**src/rtl/imem_port_arbiter.sv**
```systemverilog
// Two-master arbiter for the single instruction-memory port: fetch (F, read-only) and
// loader/debug (L, read/write). Strobes are registered; each access takes a grant and an access edge.
module imem_port_arbiter #(
  parameter int unsigned ADDR_W    = 32,
  parameter int unsigned DATA_W    = 32,
  parameter int unsigned MEM_DEPTH = 1024
) (
  input  logic              clk,
  input  logic              rst_n,
  input  logic              f_req,
  input  logic [ADDR_W-1:0] f_addr,
  output logic              f_ack,
  output logic [DATA_W-1:0] f_rdata,
  output logic              f_err,
  input  logic              l_req,
  input  logic              l_we,
  input  logic [ADDR_W-1:0] l_addr,
  input  logic [DATA_W-1:0] l_wdata,
  input  logic              l_lock,
  output logic              l_ack,
  output logic [DATA_W-1:0] l_rdata,
  output logic              l_err,
  output logic              mem_en,
  output logic              mem_we,
  output logic [ADDR_W-1:0] mem_addr,
  output logic [DATA_W-1:0] mem_wdata,
  input  logic [DATA_W-1:0] mem_rdata,
  output logic              busy
);

  typedef enum logic [1:0] {StIdle, StAccF, StAccL} state_e;

  state_e            state_q, state_d;
  logic              last_l_q, last_l_d;
  logic              err_q, err_d;
  logic              mem_en_q, mem_en_d, mem_we_q, mem_we_d;
  logic [ADDR_W-1:0] mem_addr_q, mem_addr_d;
  logic [DATA_W-1:0] mem_wdata_q, mem_wdata_d;
  logic              f_ack_q, f_ack_d, f_err_q, f_err_d;
  logic              l_ack_q, l_ack_d, l_err_q, l_err_d;
  logic [DATA_W-1:0] f_rdata_q, f_rdata_d, l_rdata_q, l_rdata_d;
  logic              f_elig, l_elig, grant_f, grant_l, f_oor, l_oor;

  always_comb begin
    f_oor = (f_addr >= ADDR_W'(MEM_DEPTH));
    l_oor = (l_addr >= ADDR_W'(MEM_DEPTH));
    // A requester acked on the previous edge is skipped so a held req is not granted twice;
    // while L holds the lock after its own grant, F is kept off the port entirely.
    f_elig  = f_req & ~f_ack_q & ~(last_l_q & l_lock);
    l_elig  = l_req & ~l_ack_q;
    grant_f = f_elig & (~l_elig | last_l_q);
    grant_l = l_elig & ~grant_f;

    state_d     = state_q;
    last_l_d    = last_l_q;
    err_d       = err_q;
    mem_en_d    = mem_en_q;
    mem_we_d    = mem_we_q;
    mem_addr_d  = mem_addr_q;
    mem_wdata_d = mem_wdata_q;
    f_ack_d     = 1'b0;
    l_ack_d     = 1'b0;
    f_err_d     = f_err_q;
    l_err_d     = l_err_q;
    f_rdata_d   = f_rdata_q;
    l_rdata_d   = l_rdata_q;

    unique case (state_q)
      StIdle: begin
        if (grant_f) begin
          state_d     = StAccF;
          last_l_d    = 1'b0;
          err_d       = f_oor;
          mem_en_d    = ~f_oor;
          mem_we_d    = 1'b0;
          mem_addr_d  = f_addr;
          mem_wdata_d = '0;
        end else if (grant_l) begin
          state_d     = StAccL;
          last_l_d    = 1'b1;
          err_d       = l_oor;
          mem_en_d    = ~l_oor;
          mem_we_d    = l_we & ~l_oor;
          mem_addr_d  = l_addr;
          mem_wdata_d = l_wdata;
        end
      end
      StAccF: begin
        f_ack_d   = 1'b1;
        f_err_d   = err_q;
        f_rdata_d = err_q ? '0 : mem_rdata;
        mem_en_d  = 1'b0;
        mem_we_d  = 1'b0;
        state_d   = StIdle;
      end
      StAccL: begin
        l_ack_d   = 1'b1;
        l_err_d   = err_q;
        l_rdata_d = (err_q | mem_we_q) ? '0 : mem_rdata;
        mem_en_d  = 1'b0;
        mem_we_d  = 1'b0;
        state_d   = StIdle;
      end
      default: state_d = StIdle;
    endcase
  end

  always_ff @(posedge clk or negedge rst_n) begin
    if (!rst_n) begin
      state_q     <= StIdle;
      last_l_q    <= 1'b1;
      err_q       <= 1'b0;
      mem_en_q    <= 1'b0;
      mem_we_q    <= 1'b0;
      mem_addr_q  <= '0;
      mem_wdata_q <= '0;
      f_ack_q     <= 1'b0;
      l_ack_q     <= 1'b0;
      f_err_q     <= 1'b0;
      l_err_q     <= 1'b0;
      f_rdata_q   <= '0;
      l_rdata_q   <= '0;
    end else begin
      state_q     <= state_d;
      last_l_q    <= last_l_d;
      err_q       <= err_d;
      mem_en_q    <= mem_en_d;
      mem_we_q    <= mem_we_d;
      mem_addr_q  <= mem_addr_d;
      mem_wdata_q <= mem_wdata_d;
      f_ack_q     <= f_ack_d;
      l_ack_q     <= l_ack_d;
      f_err_q     <= f_err_d;
      l_err_q     <= l_err_d;
      f_rdata_q   <= f_rdata_d;
      l_rdata_q   <= l_rdata_d;
    end
  end

  assign f_ack     = f_ack_q;
  assign f_err     = f_err_q;
  assign f_rdata   = f_rdata_q;
  assign l_ack     = l_ack_q;
  assign l_err     = l_err_q;
  assign l_rdata   = l_rdata_q;
  assign mem_en    = mem_en_q;
  assign mem_we    = mem_we_q;
  assign mem_addr  = mem_addr_q;
  assign mem_wdata = mem_wdata_q;
  assign busy      = (state_q != StIdle);

endmodule

```
**config.mk**
```make
export PLATFORM = sky130hd
export DESIGN_NAME = imem_port_arbiter
export DESIGN_NICKNAME = d
export VERILOG_FILES = /design/src/rtl/imem_port_arbiter.sv
export SDC_FILE = /design/constraint.sdc
export NUM_CORES = 1
export LEC_CHECK = 0
export ABC_AREA = 1
export CORE_MARGIN = 5
export CORE_UTILIZATION = 32
export DETAILED_ROUTE_END_ITERATION = 16
export SLEW_MARGIN = 15
export SYNTH_ARGS = -nofsm -noshare
export SYNTH_HDL_FRONTEND = slang
export SYNTH_SLANG_ARGS = --single-unit
```
**constraint.sdc**
```tcl
create_clock -name clk -period 1.68 [get_ports clk]
set_input_delay 0.336 -clock clk [delete_from_list [all_inputs] [get_ports clk]]
set_output_delay 0.336 -clock clk [all_outputs]
set_load 0.005 [all_outputs]
```
==> results.cfg <==
[outcome]
status = finished, final reports clean

[detailed_routing]
postRouteAntennaNets = 0
routed_wl_um = 20160
drtIter0Drc = 259
drc = 0
num_vias = 5581
wl_per_cell_um = 16.69
viasPerCell = 4.620
firstDrtPassIters = 4

[yosys]
synth-seq-cells = 138
syn_nets = 818
yosysWarnings = 0
synth_cell_type_count = 28
synth_area_per_cell_um2 = 8.773
synth_area_um2 = 5966
synth_cells = 680
ys_seq_area_frac = 0.5791

[clock_network]
cts-root-buf = clkbuf_16
htreeDepth = 4
worstSkewPairLatency_ns = 0.41
cts_buffer_depth = 2
cts.sinks = 138
cts_buffers = 17
path_clk_slew_ns = 0.06
cts_tree = built

[cells_and_area]
final_util = 0.5229
drive_gt1_frac = 0.08419
fill_cells = 1732
n_antenna_cell = 0
areaGrowthSynthToFinish_pct = 62.31
final_nets = 1099

[critical_path]
cp-end-kind = primary output
path_buf_inv = 1
critPathMaxStageDelay_ns = 0.56
slowest_stage = clkdlybuf4s50_1
cp_max_fo = 2
crit_chain = clkdlybuf4s50_1
critPathKind = reg -> out
arrival_ns = 1.32
cpLargestDelayFamily = buffers and inverters
start_kind = flop
cp.required_ns = 1.34

[sta]
layout_min_cycle_time_ns = 1.658
finalMaxSlewViolations = 0
setup_viol = 0
layout_setup_ws_ns = 0.02157
finalCritPeriodShare = 0.9872
fmax_mhz = 603.0
whs_ns = 0.3979
tns_ns = 0
worst_slew_pin_slew_ns = 0.4321
hold_viol = 0
slew_headroom = 0.7119
fin_skew_ns = 0.009539

[pwr]
pwr-share-seq = 0.336
power_density_nw_per_um2 = 1713
power_frac_comb = 0.449
p_int_mw = 10.93
ir_worst_vdd_mv = 0.6990
p_sw_frac = 0.3411
p_clk_frac = 0.215
finalPower_mw = 16.59
leakage_nw = 4.731
switchingPower_mw = 5.660

[die]
dieHeight_um = 146.5
rows = 50
initial_core_util = 0.3222
dieWidth_um = 146.5
die_area_um2 = 21470
core_um2 = 18520
pin_count = 269

[place]
portBuffers = 268
place.gp.congestion = 0.7867
post-dp-hpwl_um = 14650
post-place-ws_ns = -0.1508

[global_routing]
grt_pass1_vias = 5746
grt_use_total = 0.1881
grt_antenna_before_repair = 0
grt_max_degree = 49
overflow = 0
grt_pass1_wl_um = 32190

[hold_path]
hp-class = in -> async

[flow_run]
cap_violations = 0
-- sequential cells by signal, summed over array words and instances, names as in the netlist, 2 cells and up --
signal and flops:
l_rdata 32, mem_wdata 32, mem_addr 32, state_q 2, f_rdata 32
-- cells in the final DEF (no fill, tap or decap), types with 2 or more instances in the layout --
cell type        count
and2_1               2
buf_12              10
buf_4               24
clkbuf_1             3
clkbuf_16           17
clkbuf_8             2
clkdlybuf4s50_1    244
clkinv_2             4
clkinv_4             2
dfrtp_1            137
dlygate4sd2_1        5
dlymetal6s2s_1      17
ha_1                 3
inv_1               58
inv_2                7
inv_6                2
nand2_1            190
nand3_1             39
nor2_1              61
o21ai_0             60
o21ai_1             38
o31ai_1             29
o31ai_2              3
-- power groups by stage --
stage          Clock, mW  Combinational (mW)  Sequential, mW
6_report            3.57                7.45            5.57
4_1_cts             3.65                7.63            5.58
2_1_floorplan          0                3.02            5.68
3_5_place_dp           0                7.64            5.60
3_3_place_gp           0                7.53            5.59
5_1_grt             3.82                8.22            5.74
-- kinds of logic after synthesis --
logic type,after synthesis,share of synthesized area
adder cells (fa/ha/maj),4,0.008390
flip-flops,138,0.5791
buffers and inverters,106,0.08285
AND/OR/NAND/NOR,298,0.2005
AO/OA/AOI/OAI,134,0.1292
-- through the flow --
stage | cell area [µm²] | cells
5_1_grt | 9683 | 1208
3_5_place_dp | 9057 | 1173
3_3_place_gp | 9057 | 1173
2_1_floorplan | 5966 | 680
4_1_cts | 9615 | 1206
6_report | 9683 | 1208
-- cell type report --
cell class / instances / area [µm²] / area share
Clock buffer: 22 / 464.2 / 0.04794
Clock inverter: 10 / 92.59 / 0.009562
Inverter: 65 / 244.0 / 0.02520
Multi-Input combinational cell: 436 / 2029 / 0.2096
Sequential cell: 138 / 3455 / 0.3568
Tap cell: 234 / 292.8 / 0.03024
Timing Repair Buffer: 303 / 3105 / 0.3207
-- Yosys cell counts --
master / number / share of area
a21oi_1: 1 / 0.00084
a21oi_4: 1 / 0.0027
and2_1: 2 / 0.0021
buf_1: 1 / 0.00063
buf_2: 14 / 0.012
buf_4: 5 / 0.0063
buf_6: 8 / 0.015
clkbuf_1: 13 / 0.0082
dfrtp_1: 137 / 0.57
dfstp_2: 1 / 0.0044
ha_1: 4 / 0.0084
inv_1: 60 / 0.038
inv_2: 5 / 0.0031
nand2_1: 190 / 0.12
nand2_2: 1 / 0.0010
nand3_1: 39 / 0.033
nand3_2: 1 / 0.0017
nand4_1: 1 / 0.0010
nor2_1: 61 / 0.038
nor2_2: 1 / 0.0010
nor2_4: 1 / 0.0019
o21a_1: 1 / 0.0013
o21ai_0: 60 / 0.050
o21ai_1: 38 / 0.032
o22ai_1: 1 / 0.0010
o31ai_1: 31 / 0.039
o31ai_2: 1 / 0.0021
or2_1: 1 / 0.0010
-- path summary, 6_finish.rpt --
kind / start / end / slack, ns / cells after the start
setup / recovery: mem_addr[16] / mem_addr[16] / 0.02 / 1
setup reg to reg: state_q[0] / l_rdata[17] / 0.10 / 7
max in group asynchronous: rst_n / last_l_q / 0.69 / 3
hold reg to reg: l_rdata[9] / l_rdata[9] / 0.48 / 2
min in group clk: l_wdata[16] / mem_wdata[16] / 0.47 / 3
hold / removal: rst_n / f_rdata[7] / 0.40 / 2
-- per-layer routing --
metal,wire length [µm],GRT usage,up-vias
li1,-,-,2736
met1,8665,0.2408,2651
met2,10040,0.3133,162
met3,942,0.04345,32
met4,515,0.06679,0
met5,0,0,-
-- repair_timing --
item / in CTS / in global routing
endpoints found under the hold margin: 34 / 0
endpoints found under the setup margin: 6 / 20
hold buffers: 1 / 0
gates resized for setup: 12 / 19
setup buffers: 0 / 2
No activity file was read; power rests on OpenSTA's default activity.
